===== src/rtl/pixel_plot_queue_pkg.sv =====
`default_nettype none
// +----------------------------------------------------------------------------+
// | pixel_plot_queue_pkg : shared screen geometry, pixel entry type and states  |
// | Rev 1.0                                                                     |
// +----------------------------------------------------------------------------+
package pixel_plot_queue_pkg;

    localparam int SCR_W_DEF = 320;
    localparam int SCR_H_DEF = 240;
    localparam int X_W       = 9;
    localparam int Y_W       = 8;
    localparam int COL_W     = 3;
    localparam int ENTRY_W   = X_W + Y_W + COL_W;

    localparam logic [COL_W-1:0] COLOUR_BLACK = 3'b000;

    typedef struct packed {
        logic [X_W-1:0]   x;
        logic [Y_W-1:0]   y;
        logic [COL_W-1:0] colour;
    } pixel_t;

    typedef enum logic [0:0] {
        S_DRAIN = 1'b0,
        S_CLEAR = 1'b1
    } state_t;

endpackage
`default_nettype wire


===== src/rtl/pixel_plot_queue_fifo.sv =====
`default_nettype none
// +----------------------------------------------------------------------------+
// | pixel_fifo : synchronous FIFO holding queued {x, y, colour} pixel entries   |
// | Rev 1.0                                                                     |
// +----------------------------------------------------------------------------+
module pixel_fifo #(
    parameter int DEPTH = 8,
    parameter int WIDTH = 20
) (
    input  logic             clk,
    input  logic             resetn,
    input  logic             i_push,
    input  logic [WIDTH-1:0] i_data,
    input  logic             i_pop,
    output logic [WIDTH-1:0] o_data,
    output logic             o_full,
    output logic             o_empty
);

    localparam int           c_aw   = $clog2(DEPTH);
    localparam logic [c_aw:0] c_full = DEPTH[c_aw:0];

    logic [WIDTH-1:0] r_mem [DEPTH];
    logic [c_aw-1:0]  r_wr_ptr;
    logic [c_aw-1:0]  r_rd_ptr;
    logic [c_aw:0]    r_count;
    logic             w_push;
    logic             w_pop;

    assign o_full  = (r_count == c_full);
    assign o_empty = (r_count == '0);
    assign o_data  = r_mem[r_rd_ptr];
    assign w_push  = i_push && !o_full;
    assign w_pop   = i_pop && !o_empty;

    always_ff @(posedge clk) begin
        if (w_push) begin
            r_mem[r_wr_ptr] <= i_data;
        end
    end

    // DEPTH is a power of two, so the pointers wrap naturally.
    always_ff @(posedge clk or negedge resetn) begin
        if (!resetn) begin
            r_wr_ptr <= '0;
            r_rd_ptr <= '0;
            r_count  <= '0;
        end else begin
            if (w_push) begin
                r_wr_ptr <= r_wr_ptr + 1'b1;
            end
            if (w_pop) begin
                r_rd_ptr <= r_rd_ptr + 1'b1;
            end
            case ({w_push, w_pop})
                2'b10:   r_count <= r_count + 1'b1;
                2'b01:   r_count <= r_count - 1'b1;
                default: r_count <= r_count;
            endcase
        end
    end

endmodule
`default_nettype wire


===== src/rtl/pixel_plot_queue.sv =====
`default_nettype none
// +----------------------------------------------------------------------------+
// | pixel_plot_queue : queues pixel writes to a VGA adapter, with blackout sweep |
// | Rev 1.0                                                                     |
// +----------------------------------------------------------------------------+
module pixel_plot_queue
    import pixel_plot_queue_pkg::*;
#(
    parameter int DEPTH = 8,
    parameter int SCR_W = SCR_W_DEF,
    parameter int SCR_H = SCR_H_DEF
) (
    input  logic             clk,
    input  logic             resetn,
    input  logic             in_valid,
    input  logic [X_W-1:0]   in_x,
    input  logic [Y_W-1:0]   in_y,
    input  logic [COL_W-1:0] in_colour,
    output logic             in_ready,
    input  logic             clear_req,
    output logic             clear_busy,
    output logic [X_W-1:0]   vga_x,
    output logic [Y_W-1:0]   vga_y,
    output logic [COL_W-1:0] vga_colour,
    output logic             vga_plot,
    output logic [7:0]       oob_count
);

    localparam logic [X_W:0]   c_scr_w  = SCR_W[X_W:0];
    localparam logic [Y_W:0]   c_scr_h  = SCR_H[Y_W:0];
    localparam logic [X_W-1:0] c_x_last = X_W'(SCR_W - 1);
    localparam logic [Y_W-1:0] c_y_last = Y_W'(SCR_H - 1);

    state_t           r_state;
    state_t           w_state_nxt;
    logic [X_W-1:0]   r_cx;
    logic [Y_W-1:0]   r_cy;
    logic [X_W-1:0]   r_vga_x;
    logic [Y_W-1:0]   r_vga_y;
    logic [COL_W-1:0] r_vga_colour;
    logic             r_vga_plot;
    logic [7:0]       r_oob_count;
    pixel_t           w_in_pix;
    pixel_t           w_head;
    logic             w_full;
    logic             w_empty;
    logic             w_accept;
    logic             w_oob;
    logic             w_push;
    logic             w_pop;
    logic             w_sweep_last;

    assign in_ready     = !w_full;
    assign w_accept     = in_valid && !w_full;
    assign w_oob        = ({1'b0, in_x} >= c_scr_w) || ({1'b0, in_y} >= c_scr_h);
    assign w_push       = w_accept && !w_oob;
    assign w_in_pix     = '{x: in_x, y: in_y, colour: in_colour};
    assign w_sweep_last = (r_cx == c_x_last) && (r_cy == c_y_last);

    assign vga_x      = r_vga_x;
    assign vga_y      = r_vga_y;
    assign vga_colour = r_vga_colour;
    assign vga_plot   = r_vga_plot;
    assign oob_count  = r_oob_count;

    pixel_fifo #(
        .DEPTH (DEPTH),
        .WIDTH (ENTRY_W)
    ) u_fifo (
        .clk     (clk),
        .resetn  (resetn),
        .i_push  (w_push),
        .i_data  (w_in_pix),
        .i_pop   (w_pop),
        .o_data  (w_head),
        .o_full  (w_full),
        .o_empty (w_empty)
    );

    always_ff @(posedge clk or negedge resetn) begin
        if (!resetn) begin
            r_state <= S_DRAIN;
        end else begin
            r_state <= w_state_nxt;
        end
    end

    // A pop in the same cycle as clear_req still completes; the sweep starts after it.
    always_comb begin
        w_state_nxt = r_state;
        w_pop       = 1'b0;
        clear_busy  = 1'b0;
        case (r_state)
            S_DRAIN: begin
                w_pop = !w_empty;
                if (clear_req) begin
                    w_state_nxt = S_CLEAR;
                end
            end
            S_CLEAR: begin
                clear_busy = 1'b1;
                if (w_sweep_last) begin
                    w_state_nxt = S_DRAIN;
                end
            end
            default: w_state_nxt = S_DRAIN;
        endcase
    end

    always_ff @(posedge clk or negedge resetn) begin
        if (!resetn) begin
            r_cx <= '0;
            r_cy <= '0;
        end else if (r_state == S_CLEAR) begin
            if (r_cx == c_x_last) begin
                r_cx <= '0;
                r_cy <= (r_cy == c_y_last) ? '0 : r_cy + 1'b1;
            end else begin
                r_cx <= r_cx + 1'b1;
            end
        end
    end

    always_ff @(posedge clk or negedge resetn) begin
        if (!resetn) begin
            r_vga_x      <= '0;
            r_vga_y      <= '0;
            r_vga_colour <= COLOUR_BLACK;
            r_vga_plot   <= 1'b0;
        end else if (r_state == S_CLEAR) begin
            r_vga_x      <= r_cx;
            r_vga_y      <= r_cy;
            r_vga_colour <= COLOUR_BLACK;
            r_vga_plot   <= 1'b1;
        end else if (w_pop) begin
            r_vga_x      <= w_head.x;
            r_vga_y      <= w_head.y;
            r_vga_colour <= w_head.colour;
            r_vga_plot   <= 1'b1;
        end else begin
            r_vga_plot   <= 1'b0;
        end
    end

    always_ff @(posedge clk or negedge resetn) begin
        if (!resetn) begin
            r_oob_count <= '0;
        end else if (w_accept && w_oob && (r_oob_count != 8'hFF)) begin
            r_oob_count <= r_oob_count + 1'b1;
        end
    end

endmodule
`default_nettype wire


===== config.mk =====
export PLATFORM = sky130hd
export DESIGN_NAME = pixel_plot_queue
export DESIGN_NICKNAME = d
export VERILOG_FILES = /design/src/rtl/pixel_plot_queue_pkg.sv /design/src/rtl/pixel_plot_queue_fifo.sv /design/src/rtl/pixel_plot_queue.sv
export SDC_FILE = /design/constraint.sdc
export NUM_CORES = 1
export LEC_CHECK = 0
export BUFFER_PORTS_ARGS = -buffer_cell sky130_fd_sc_hd__buf_2
export CAP_MARGIN = 10
export CORE_MARGIN = 5
export CORE_UTILIZATION = 25
export CTS_CLUSTER_SIZE = 12
export DETAILED_ROUTE_END_ITERATION = 10
export PLACE_DENSITY = 0.48
export SETUP_SLACK_MARGIN = 0.1
export SYNTH_ARGS = -nofsm -noshare
export SYNTH_HDL_FRONTEND = slang
export SYNTH_SLANG_ARGS = --single-unit

===== constraint.sdc =====
create_clock -name clk -period 3.8 [get_ports clk]
set_input_delay 0.19 -clock clk [delete_from_list [all_inputs] [get_ports clk]]
set_output_delay 0.19 -clock clk [all_outputs]
set_load 0.01 [all_outputs]

==> results.md, run 1 <==
- Of the cells placed in the final design, the portion with a size suffix greater than 1 is 26.52%.
- The first routing iteration left 320 violations.
- The commonest register cell after synthesis is edfxtp_1.
- The setup fix buffers added after clock tree synthesis is 0.
- The met1 track demand over resource is roughly 14%.
- During synthesis, Yosys emitted a total of 0 warnings.
- The number of synthesized flops with an enable pin is 160.
- The number of ports placed on the die boundary is 55.
- The number of pins exceeding their max-slew limit in the final report was 0.
- The peak ir drop on the vdd network is ~340 uV.
- The maximum operating frequency is about 370 MHz.
- TritonCTS built the clock tree.
- The normalized max-slew margin is 27.73%.
- The global-route wire length before repair is approximately 31000 um.
- The number of buffers inserted by hold repair at cts is 22.
- Setup violations remaining at the end of the flow were counted as 0.
- Summed over all nets, the half-perimeter wirelength after detailed placement is 12400 um.
- The most used routing layer is met2.
- The clock net in this run drives a total of between 200 and 250 sinks.
- In this run, CTS created clock tree buffers numbering 24.
- The vertical die dimension is 196.1 um.
- By count the netlist is led by edfxtp_1, dfrtp_1, nand2_1.
- For this run, global-route usage on met2 was measured as between 10% and 20%.
- The worst clock skew on the final layout is 21.94 ps.
- The worst-margin pin slew is 1081 ps.
- The number of antenna violations at the first check in global routing was 0.
- The final critical path takes up between 70% and 80% of the cycle.
- The post-synthesis cell type count is between 50 and 60.
- The total of max-cap violations is 0.
- The initial utilization of the core area, before any placement, comes to approximately a quarter.
- The cell at the root of the clock tree is clkbuf_16.
- The endpoint with the worst hold slack is u_fifo.r_wr_ptr[2].
- The congestion estimate from routability-driven global placement came to slightly below 0.8.
- By startpoint and endpoint, the worst setup path is classified as input port to flip-flop.
- The post-CTS resize count is 0.
- The placed instances occupy a cell area of 9520 um^2.
- The slowest stage of the critical path belongs to the cell o21ai_0.
- On the worst path, the slowest cell contributes a delay of about 620 ps.
- The area growth from synthesis to layout is 21.29%.
- The total global routing track utilization is a little over a tenth.
- The source of the worst register-to-register timing path is u_fifo.r_count[2].
- The post-synthesis net count is 510.
- The final route contains approximately 4700 vias.
- The pre-antenna-repair detailed-routing pass consisted of 5 iterations.
- The maximum fanout along the worst path is 9.
- The cell leakage power is 0.003767 uW.
- In this run the core area contains 68 standard-cell rows.
- For this design the ratio of total power to cell area is between 600 and 700 nW/um^2.
- In the final design database the tool counted between 600 and 700 nets.
- The average cell area after synthesis is around 18 um^2.
- Once layout is done, the placed cells without fillers occupy roughly 11000 um^2.
- The worst reg2reg path endpoint is u_fifo.r_count[2].
- In the post-synthesis netlist, the biggest area contributors are edfxtp_1, dfrtp_1, mux4_2.
- edfxtp_1 is the most common cell in the netlist.
- The post-detailed-route DRC marker count is 0.
- The critical path goes through dlygate4sd3_1, buf_2, o21ai_0, nand4_1, ha_1, xor2_1, ha_1, a21oi_1, xor2_1, nor2_1, xor2_1.
- The type of the most critical hold path is input port to flip-flop.
- The number of endpoints with negative hold slack in the final report came to 0.
- The maximum buffer depth of the clock tree is 3.
- Counting flops and latches in the post-synthesis netlist gives approximately 220.
- The total area inside the core boundary comes to 34370 um^2.
- The critical path launch point type is an input port.
- In the final timing run, aggregate negative setup slack is 0 ps.
- The total routed wirelength is between 20000 and 25000 um.
- The maximum number of pins on one net before global-route repair is 43.
- In the final routed layout, each cell accounts on average for a little under 20 um.
- The kind of capture point of the worst setup path is a flip-flop.
- The cell area after technology mapping is about 8700 um^2.
- Counting instances, the worst hold path has a depth of 3.
- The critical path's most frequent cell is xor2_1.
- The die boundary width is between 150 and 200 um.
- The proportion of synthesized flip-flops having asynchronous set or reset is between 20% and 30%.
- The cell count after synthesis is between 400 and 500.
- The number of nets with antenna violations after routing is 0.
- Summed over its instances, the top area cell type makes up about 55% of the synthesized netlist area.
- The via count of the first global-routing pass is 5020.
- The number of H-tree levels is 1.
- The die area is 38470 um^2.
- The run finished with clean final reports.
- Summed over all layers, the global routing overflow is 0.
- The least setup slack across all paths after layout is ~1100 ps.
- The number of antenna diodes in the final layout is 0.
- The worst endpoint data arrival time is 3080 ps.
- For flop-to-flop paths, the worst setup slack is roughly 1100 ps.
- Summed over all instances, the cell type with the most area after synthesis is edfxtp_1.
- In this run the tool buffered the top-level ports with 54 buffer cells.
- The routing usage on met3 is under 10%.
- The number of cells on the worst reg-to-reg path is 9.
- Counting I/O delays and the setup requirement, the final critical path takes roughly 2700 ps.
- Before CTS, the worst setup slack after placement is around 1100 ps.
- The clock transition at the register clock pins on the worst setup and hold paths after CTS is 60 ps.
- After detailed routing, the number of vias per cell comes to around 4.5.
- Setup repair after global routing left no endpoint under its margin.
- The required time of the critical path is between 4000 and 5000 ps.
- The share of the Yosys chip area taken by registers is 71.93%.
- For the worst-skew pair, the clock arrives at the later sink with an insertion delay of 520 ps.
- In this run the most critical hold path is launched from in_valid.
-- logic make-up (layout without fill, tap and decap cells) --
kind of cell             Yosys count  count (layout)  synth area share, %
AND/OR/NAND/NOR                  118             118                6.876
multiplexers                      50              50                12.21
adder cells (fa/ha/maj)            8               8                1.156
buffers and inverters             23             137                1.661
AO/OA/AOI/OAI                     41              41                4.045
flip-flops                       217             217                71.93
XOR/XNOR                          21              21                2.123
-- registers in the layout (all words and copies together) (netlist names), 3 cells and up --
name	cells
u_fifo.r_mem	160
r_cy	8
r_cx	9
oob_count	8
vga_y	8
u_fifo.r_count	4
vga_colour	3
u_fifo.r_rd_ptr	3
u_fifo.r_wr_ptr	3
vga_x	9
-- worst max-delay path by stage --
| stage | cells past startpoint | from | slack, ps | endpoint |
|---|---|---|---|---|
| global route | 7 | u_fifo.r_count[0] | 850 | u_fifo.r_count[3] |
| detailed placement | 9 | u_fifo.r_count[2] | 1100 | u_fifo.r_count[2] |
| global placement | 10 | in_x[7] | 1190 | u_fifo.r_count[2] |
| floorplan | 5 | u_fifo.r_count[1] | 740 | u_fifo.r_mem[0][0] |
| finish | 11 | in_x[7] | 1100 | u_fifo.r_count[2] |
| CTS | 9 | u_fifo.r_count[2] | 1090 | u_fifo.r_count[2] |
-- worst max-delay path: cells and delay by family --
family	cells	cell delay, ps
xor gates and xnor gates	3	490
AOI/OAI and AO/OA	2	780
buffers and inverters	2	680
and+or+nand+nor	2	400
adders and majority gates	2	540
-- report_power, final --
group | internal [uW] | switching (uW) | total (uW)
Sequential | 2850 | 231 | 3080
Combinational | 483 | 524 | 1010
Clock | 1340 | 901 | 2240
-- routing by layer --
metal	wire length, um	vias up
met1	8986	2426
li1	-	2117
met2	10020	115
met5	0	-
met3	1167	24
met4	328	0
-- area by class of cell --
type / instances / area, um^2
clock inverter: 10 / 111.4
clock buffer: 33 / 654.4
sequential: 217 / 6232
fill: 3415 / 23870
tap: 455 / 569.3
multi-input combinational: 238 / 2321
timing repair buffer: 92 / 610.6
inverter: 2 / 7.507
-- per-stage QoR --
step	std cells	hold WS [ps]	total power, uW	util [%]
2_1_floorplan	478	-105.6	3776	-
3_3_place_gp	982	265.4	4101	27.70
3_5_place_dp	982	278.2	4146	27.70
4_1_cts	1047	33.83	6436	30.57
5_1_grt	1047	65.16	6649	30.57
6_report	1047	56.01	6331	30.57
-- cell usage in the layout, fill, tap and decap left out, types with 8 or more instances in the layout --
cell type,n
a222oi_1,17
buf_2,54
buf_4,16
clkbuf_16,24
dfrtp_1,56
dlygate4sd3_1,22
edfxtp_1,160
ha_1,8
mux2_2,8
mux4_1,11
mux4_2,29
nand2_1,53
nand4_1,11
xnor2_1,8
xor2_1,13
No activity file was read; power rests on OpenSTA's default activity.
==> run 2: changes to the inputs <==
- ABC_AREA: not set -> 1
- PLACE_DENSITY: 0.48 -> 0.47
- clock period: 3.8 -> 2.6 ns (I/O delays scaled with it)
==> run 2 against run 1 <==
Effect of this change:
- global-route usage increased by 0.66 points
- via count increased by 45%
- non-clock buffer count increased by 10
- synthesized area increased by 13%
- cell count increased by 56%
- critical path type is now flip-flop to flip-flop
- largest cell class unchanged
==> results.md, run 2 <==
- The total routed wirelength is 24500 um (+20%).
- The slowest library cell on the worst path is dfrtp_1.
- The pre-CTS setup slack is 507.8 ps (-596.8 ps).
- The port buffer count is 54 (unchanged).
- The maximum number of pins on one net before global-route repair is 83 (+93%).
- The initial core utilization was 25.30% (+0.10 points).
- The proportion of synthesized flip-flops having asynchronous set or reset was 26.27% (unchanged).
- The number of H-tree levels is 1 (unchanged).
- The instance area after placement came to 10810 um^2 (+13%).
- The clock transition at the register clock pins on the worst setup and hold paths after CTS was 60 ps (about the same).
- The proportion of layout cells with a drive suffix above 1 is 14.03% (-12 points).
- The worst setup slack for register-to-register paths is 490 ps (-630 ps).
- The per-cell via count in the routed design is 4.137 (-7.5%).
- The maximum buffer depth of the clock tree is 3 (unchanged).
- The shortest clock period the worst path allows after layout is approximately 2100 ps.
- The critical path buffer and inverter count is 2 (unchanged).
- The total of warnings raised by yosys is 0 (unchanged).
- The die boundary width is 208.0 um (+6.1%).
- Setup repair after global routing left no endpoint under its margin.
- The fraction of synthesized cell area taken by the top area cell type was 49.02% (-6.5 points).
- On the critical path the largest part of the delay comes from simple AND/OR/NAND/NOR gates.
- The total of fill cells in the finished design came to 4020 (+18%).
- The delay of the slowest cell on the worst path is 460 ps (-160 ps).
- The post-synthesis net count was 1043 (+100%).
- The post-synthesis cell type count was 37 (-27%).
- The type of the most critical hold path is input port to async pin.
- The share of the yosys chip area belonging to registers is 63.57% (-8.4 points).
- The cell area after technology mapping came to 9802 um^2 (+13%).
- The total congestion overflow came to 0 (unchanged).
- The post-detailed-placement half-perimeter wirelength came to 15640 um (+26%).
- The global-route wire length before repair is 39070 um (+26%).
- The worst-margin pin slew is 569.5 ps (-511.0 ps).
- The total global routing track utilization came to 11.22% (+0.66 points).
- The overall power is 8389 uW (+33%).
- The number of rows in the core area came to 72 (+5.9%).
- The number of antenna violations at the first check in global routing is 1 (+1).
- The worst reg2reg path endpoint is u_fifo.r_count[2].
- The average cell area after synthesis came to 9.695 um^2 (-46%).
- The cell count after synthesis is 1011 (+110%).
- The least setup slack across all paths after layout is 488.1 ps (-615.8 ps).
- The total iterations of the first detailed-routing run is 4 (-1).
- The number of endpoints with negative hold slack in the final report is 0 (unchanged).
- The register with the most flip-flops in the final layout is u_fifo.r_mem.
- The area growth from synthesis to layout is 20.55%.
- The total of endpoints with negative setup slack in the final report came to 0 (unchanged).
- The cell at the root of the clock tree is clkbuf_16.
- Leaving out fill and tap cells, the most frequent cell in the layout is nand2_1.
- In the layout the commonest cells are nand2_1, edfxtp_1, inv_1.
- The vertical die dimension is 208.0 um (+6.1%).
- The worst clock skew on the final layout is 16.41 ps (-5.535 ps).
- The number of sinks handled by clock tree synthesis is 217 (unchanged).
- The number of pins exceeding their max-slew limit in the final report is 0 (unchanged).
- The most frequent cell after synthesis is nand2_1.
- The worst endpoint data arrival time is 2510 ps (-570 ps).
- The critical path launch point type is a flip-flop.
- The source of the worst register-to-register timing path is u_fifo.r_count[3].
- The cell area power density is 709.9 nW/um^2 (+18%).
- The clock latency reported for the late side of the worst-skew pair came to 530 ps (about the same).
- The via count of the first global-routing pass came to 6751 (+34%).
- The flow ran to the end, and the final reports show no timing, DRC or antenna violations.
- The normalized max-slew margin came to 62.03% (+34 points).
- The start-to-end type of the worst setup path is flip-flop to flip-flop.
- Ranked by total cell area, the synthesized netlist is headed by edfxtp_1, dfrtp_1, nand2_1.
- The synthesized flop and latch total is 217 (unchanged).
- The number of synthesized flops with an enable pin is 160 (unchanged).
- The placeable core region is 38740 um^2 (+13%).
- The number of nets in the final layout is 1134 (+87%).
- The number of ports placed on the die boundary was 55 (unchanged).
- STA classifies the critical path endpoint as a flip-flop.
- The global placer's final weighted congestion is 0.7481 (-3.8%).
- The number of buffers added by the clock tree synthesis step is 25 (+4.2%).
- After layout, the worst path uses about four fifths of the clock period.
- The post-detailed-route DRC marker count was 0 (unchanged).
- The post-CTS resize count came to 0 (unchanged).
- The clock tree from TritonCTS is built.
- The overall via count from detail_route is 6776 (+45%).
- The total of max-cap violations came to 0 (unchanged).
- The average detailed-routed wire length per instance is 14.96 um (-24%).
- The number of nets with antenna violations after routing is 0 (unchanged).
- For this run, the top clock speed supported by timing is 473.5 MHz.
- The cell type contributing the most total cell area after synthesis is edfxtp_1.
- The cell leakage power came to 0.005263 uW (+40%).
- The required time of the critical path is 3000 ps (-1190 ps).
- The initial detailed-routing violation count was 469 (+47%).
- Traced cell by cell, the critical path runs through inv_2, nor2_2, nand2_2, nand2_4, nor2_4, inv_2, ha_1, nand2_1, nand2_1, ha_1, a21oi_1, xor2_1, o21ai_0.
- The worst slack on hold paths is 61.29 ps (+5.280 ps).
- The die area is 43270 um^2 (+12%).
- The maximum fanout along the worst path is 7 (-2).
- The aggregate negative setup slack is 0 ps (unchanged).
- The flip-flop count of the largest register, all copies and words added is 160 (unchanged).
- The worst reg2reg path depth is 13 (+4).
- The final design area excluding fillers was 11820 um^2 (+12%).
- The peak ir drop on the vdd network is 297.4 uV (-12%).
- The sequential standard cell area came to 6232 um^2 (unchanged).
- After synthesis, the most frequently instantiated cells are nand2_1, edfxtp_1, inv_1.
- In the synthesized netlist the dominant register cell turns out to be edfxtp_1.
- The total area of multi-input combinational cells is 2874 um^2 (+24%).
## run 2: cells by family after synthesis
group | count (synthesis) | synth area share [%]
adders and majority gates | 8 | 1.021
buffers and inverters | 174 | 7.314
xor gates and xnor gates | 7 | 0.6255
and+or+nand+nor | 562 | 24.82
AOI/OAI and AO/OA | 43 | 2.655
DFF | 217 | 63.57
## run 2: worst max-delay path by stage
stage	start	end	depth (start not counted)	slack, ps
2_1_floorplan	u_fifo.r_count[3]	u_fifo.r_mem[0][0]	7	300
3_5_place_dp	u_fifo.r_count[3]	u_fifo.r_count[2]	13	510
4_1_cts	u_fifo.r_count[3]	u_fifo.r_count[2]	13	500
5_1_grt	u_fifo.r_count[3]	u_fifo.r_count[2]	13	270
3_3_place_gp	u_fifo.r_count[3]	u_fifo.r_count[2]	13	520
6_report	u_fifo.r_count[3]	u_fifo.r_count[2]	13	490
## run 2: power by group
| part | switching (uW) | leakage [uW] | internal (uW) |
|---|---|---|---|
| combinational | 580 | 0.00268 | 299 |
| sequential | 148 | 0.00219 | 4010 |
| clock | 1390 | 0.000391 | 1960 |
## run 2: what timing repair did
item | 4_1_cts | 5_1_grt
setup buffers | 0 | 0
endpoints found under the hold margin | 190 | 0
hold buffers | 22 | 0
## run 2: worst register-to-register path: stages (launching register included)
cell and delay [ps]:
dfrtp_1 460, inv_2 100, nor2_2 40, nand2_2 90
nand2_4 80, nor2_4 200, inv_2 80, ha_1 220
nand2_1 70, nand2_1 70, ha_1 180, a21oi_1 160
xor2_1 160, o21ai_0 90
## run 2: cell type report
class                      instances  area share [%]
sequential                       217           52.74
multi-input combinational        620           24.32
timing repair buffer             102           6.438
clock buffer                      34           6.184
tap                              518           5.485
inverter                         136           4.320
clock inverter                    10          0.4871
antenna                            1         0.02118
## run 2: layer usage
layer / global-route usage, % / wire, um
met1: 15.87 / 11860
met2: 18.12 / 11150
met3: 1.612 / 896
met5: 0 / 0
met4: 3.035 / 599
## run 2: per-stage QoR
step	instances	utilization, %
finish	1638	30.50
global route	1638	30.50
CTS	1637	30.50
detailed placement	1571	27.89
global placement	1571	27.89
floorplan	1011	-
==> run 3: changes to the inputs <==
- clock period: 2.6 -> 2.1 ns (I/O delays scaled with it)
==> run 3 against run 2 <==
Effect of this change:
- combinational power up 34%
- global-route usage is essentially flat
- sequential power up 24%
- clock skew down 3.4 ps
- final area up 0.96%
- utilization grew 0.29 points
- sequential cell count did not move
- critical path depth is the same
- power rose by 26%
- maximum frequency rose by 15%
- critical path type unchanged
- highest routed layer unchanged
==> results.md, run 3 (synthesized netlist as in run 2, its figures left out) <==
- The number of ports placed on the die boundary was 55 (unchanged).
- The number of sinks handled by clock tree synthesis was 217 (unchanged).
- The count of placed standard cells in the final layout, fillers left out was 1647 (+0.55%).
- The number of antenna violations at the first check in global routing is 2 (+1).
- The average detailed-routed wire length per instance is 14.94 um (-0.16%).
- The clock tree from TritonCTS is built.
- The normalized max-slew margin is 65.72% (+3.7 points).
- The number of endpoints with negative hold slack in the final report is 0 (unchanged).
- The total of fill cells in the finished design is 4009 (-0.27%).
- The aggregate negative setup slack is 0 ps (unchanged).
- The most frequent standard cell in the layout excluding fill and tap cells is nand2_1.
- The required time of the critical path is 2490 ps (-510 ps).
- The share of the cycle needed by the critical path after routing is 87.18% (+6.0 points).
- The flow ran to the end, and the final reports show no timing, DRC or antenna violations.
- The worst-margin pin slew is 514.2 ps (-55.32 ps).
- The number of nets with antenna violations after routing is 0 (unchanged).
- The proportion of layout cells with a drive suffix above 1 was 15.17% (+1.1 points).
- The worst endpoint data arrival time is 2230 ps (-280 ps).
- The port buffer count is 54 (unchanged).
- The total global routing track utilization came to 11.21% (about the same).
- The die boundary width was 208.0 um (unchanged).
- The maximum buffer depth of the clock tree was 3 (unchanged).
- The worst clock skew on the final layout is 13.03 ps (-3.380 ps).
- The via count of the first global-routing pass was 6541 (-3.1%).
- The shortest clock period the worst path allows after layout is 1831 ps (-281.2 ps).
- The kind of capture point of the worst setup path is a flip-flop.
- The placeable core region is 38740 um^2 (unchanged).
- In this run the worst hold path is classified as input port to flip-flop.
- The area growth from synthesis to layout is 21.71%.
- The maximum fanout along the worst path is 5 (-2).
- The overall via count from detail_route came to 6831 (+0.81%).
- The tree is rooted in a clkbuf_16.
- The global placer's final weighted congestion was 0.7959 (+6.4%).
- The initial core utilization is 25.30% (unchanged).
- The post-detailed-placement half-perimeter wirelength came to 14730 um (-5.8%).
- The total of endpoints with negative setup slack in the final report was 0 (unchanged).
- The critical path launch point type is a flip-flop.
- The worst setup slack for register-to-register paths was 270 ps (-220 ps).
- Setup repair after global routing left no endpoint under its margin.
- The initial detailed-routing violation count is 409 (-13%).
- In the layout the commonest cells are nand2_1, edfxtp_1, inv_1.
- The worst slack on hold paths was 40.78 ps (-20.51 ps).
- The maximum operating frequency came to 546.2 MHz (+15%).
- The vertical die dimension came to 208.0 um (unchanged).
- The total of max-cap violations is 0 (unchanged).
- The total instance count after detailed placement came to 1574 (+0.19%).
- The overall power came to 10540 uW (+26%).
- The die area was 43270 um^2 (unchanged).
- The number of H-tree levels is 1 (unchanged).
- The share of the core filled with cells in the final layout is 30.80% (+0.29 points).
- The clock latency reported for the late side of the worst-skew pair is 520 ps (about the same).
- The maximum number of pins on one net before global-route repair is 58 (-30%).
- The number of pins exceeding their max-slew limit in the final report is 0 (unchanged).
- The cell area power density is 883.8 nW/um^2 (+24%).
- The global-route wire length before repair is 38760 um (-0.81%).
- The cell leakage power is 0.005279 uW (+0.31%).
- The clock transition at the register clock pins on the worst setup and hold paths after CTS is 60 ps (about the same).
- The peak ir drop on the vdd network came to 448.7 uV (+51%).
- The flip-flop count of the largest register, all copies and words added was 160 (unchanged).
- The total congestion overflow is 0 (unchanged).
- The total routed wirelength is 24600 um (+0.38%).
- The start-to-end type of the worst setup path is flip-flop to flip-flop.
- The number of nets in the final layout is 1139 (+0.44%).
- The per-cell via count in the routed design is 4.148 (+0.26%).
- The register with the highest flop count is u_fifo.r_mem.
- The number of rows in the core area is 72 (unchanged).
- The number of buffers added by the clock tree synthesis step is 26 (+4.0%).
- The post-detailed-route DRC marker count is 0 (unchanged).
- The total iterations of the first detailed-routing run is 5 (+1).
## run 3: cell types whose count changed in the layout (fill, tap and decap cells not counted), sizes merged
cell      previous run  this run
buf                 80        84
clkinvlp             0         2
clkbuf              34        32
clkinv               9        13
diode                1         2
bufinv               0         1
inv                137       136
## run 3: timing repair
action,in CTS,in global routing
endpoints found under the hold margin,218,0
hold buffers,22,0
gates resized for setup,0,8
setup endpoints to repair,0,2
setup buffers,0,1
## run 3: worst max-delay path: stages, from the launching register on
cell     delay [ps]
dfrtp_2         440
nor2_2          130
nand2_2          70
nand2_4         100
nor2_4           50
inv_2            80
ha_4            150
inv_1            40
nand2_1          50
nand2_1          70
ha_1            200
a21oi_2         110
xor2_1          130
o21ai_0          80
## run 3: power breakdown
group / total, uW / switching [uW] / internal (uW)
logic: 1180 / 755 / 429
clock network: 4220 / 1750 / 2470
registers: 5140 / 169 / 4970
total: 10500 / 2680 / 7870
## run 3: metrics by stage
step                      cell area [um^2]  worst slack, ps
after CTS                            11890            129.3
after global placement               10870            177.1
after global routing                 11930            111.4
after floorplan                       9804           -198.7
after detailed placement             10870            101.2
final                                11930            269.2
## run 3: cell type report
| type | count | area [um^2] | share of cell area [%] |
|---|---|---|---|
| sequential | 217 | 6235 | 52.26 |
| multi-input combinational | 620 | 2898 | 24.29 |
| timing repair buffer | 106 | 828.3 | 6.943 |
| clock buffer | 32 | 694.4 | 5.821 |
| tap | 518 | 648.1 | 5.433 |
| inverter | 136 | 510.5 | 4.279 |
| clock inverter | 16 | 111.4 | 0.9334 |
| antenna | 2 | 5.005 | 0.04195 |
## run 3: worst paths after layout
| check | depth (start not counted) | from | to |
|---|---|---|---|
| min reg2reg | 2 | vga_colour[1] | vga_colour[1] |
| min | 5 | in_valid | oob_count[1] |
| min in group asynchronous | 3 | resetn | vga_y[2] |
| max | 13 | u_fifo.r_count[2] | u_fifo.r_count[2] |
| max in group asynchronous | 3 | resetn | u_fifo.r_count[0] |
| max reg2reg | 13 | u_fifo.r_count[2] | u_fifo.r_count[2] |
## run 3: routing by layer
metal	routed length, um	share of wire (%)	up-vias	global-route usage [%]
met4	390	1.6	0	2.492
met5	0	0	-	0
met3	1095	4.5	29	2.003
met2	11200	46	108	18.01
li1	-	-	3472	-
met1	11910	48	3222	15.92
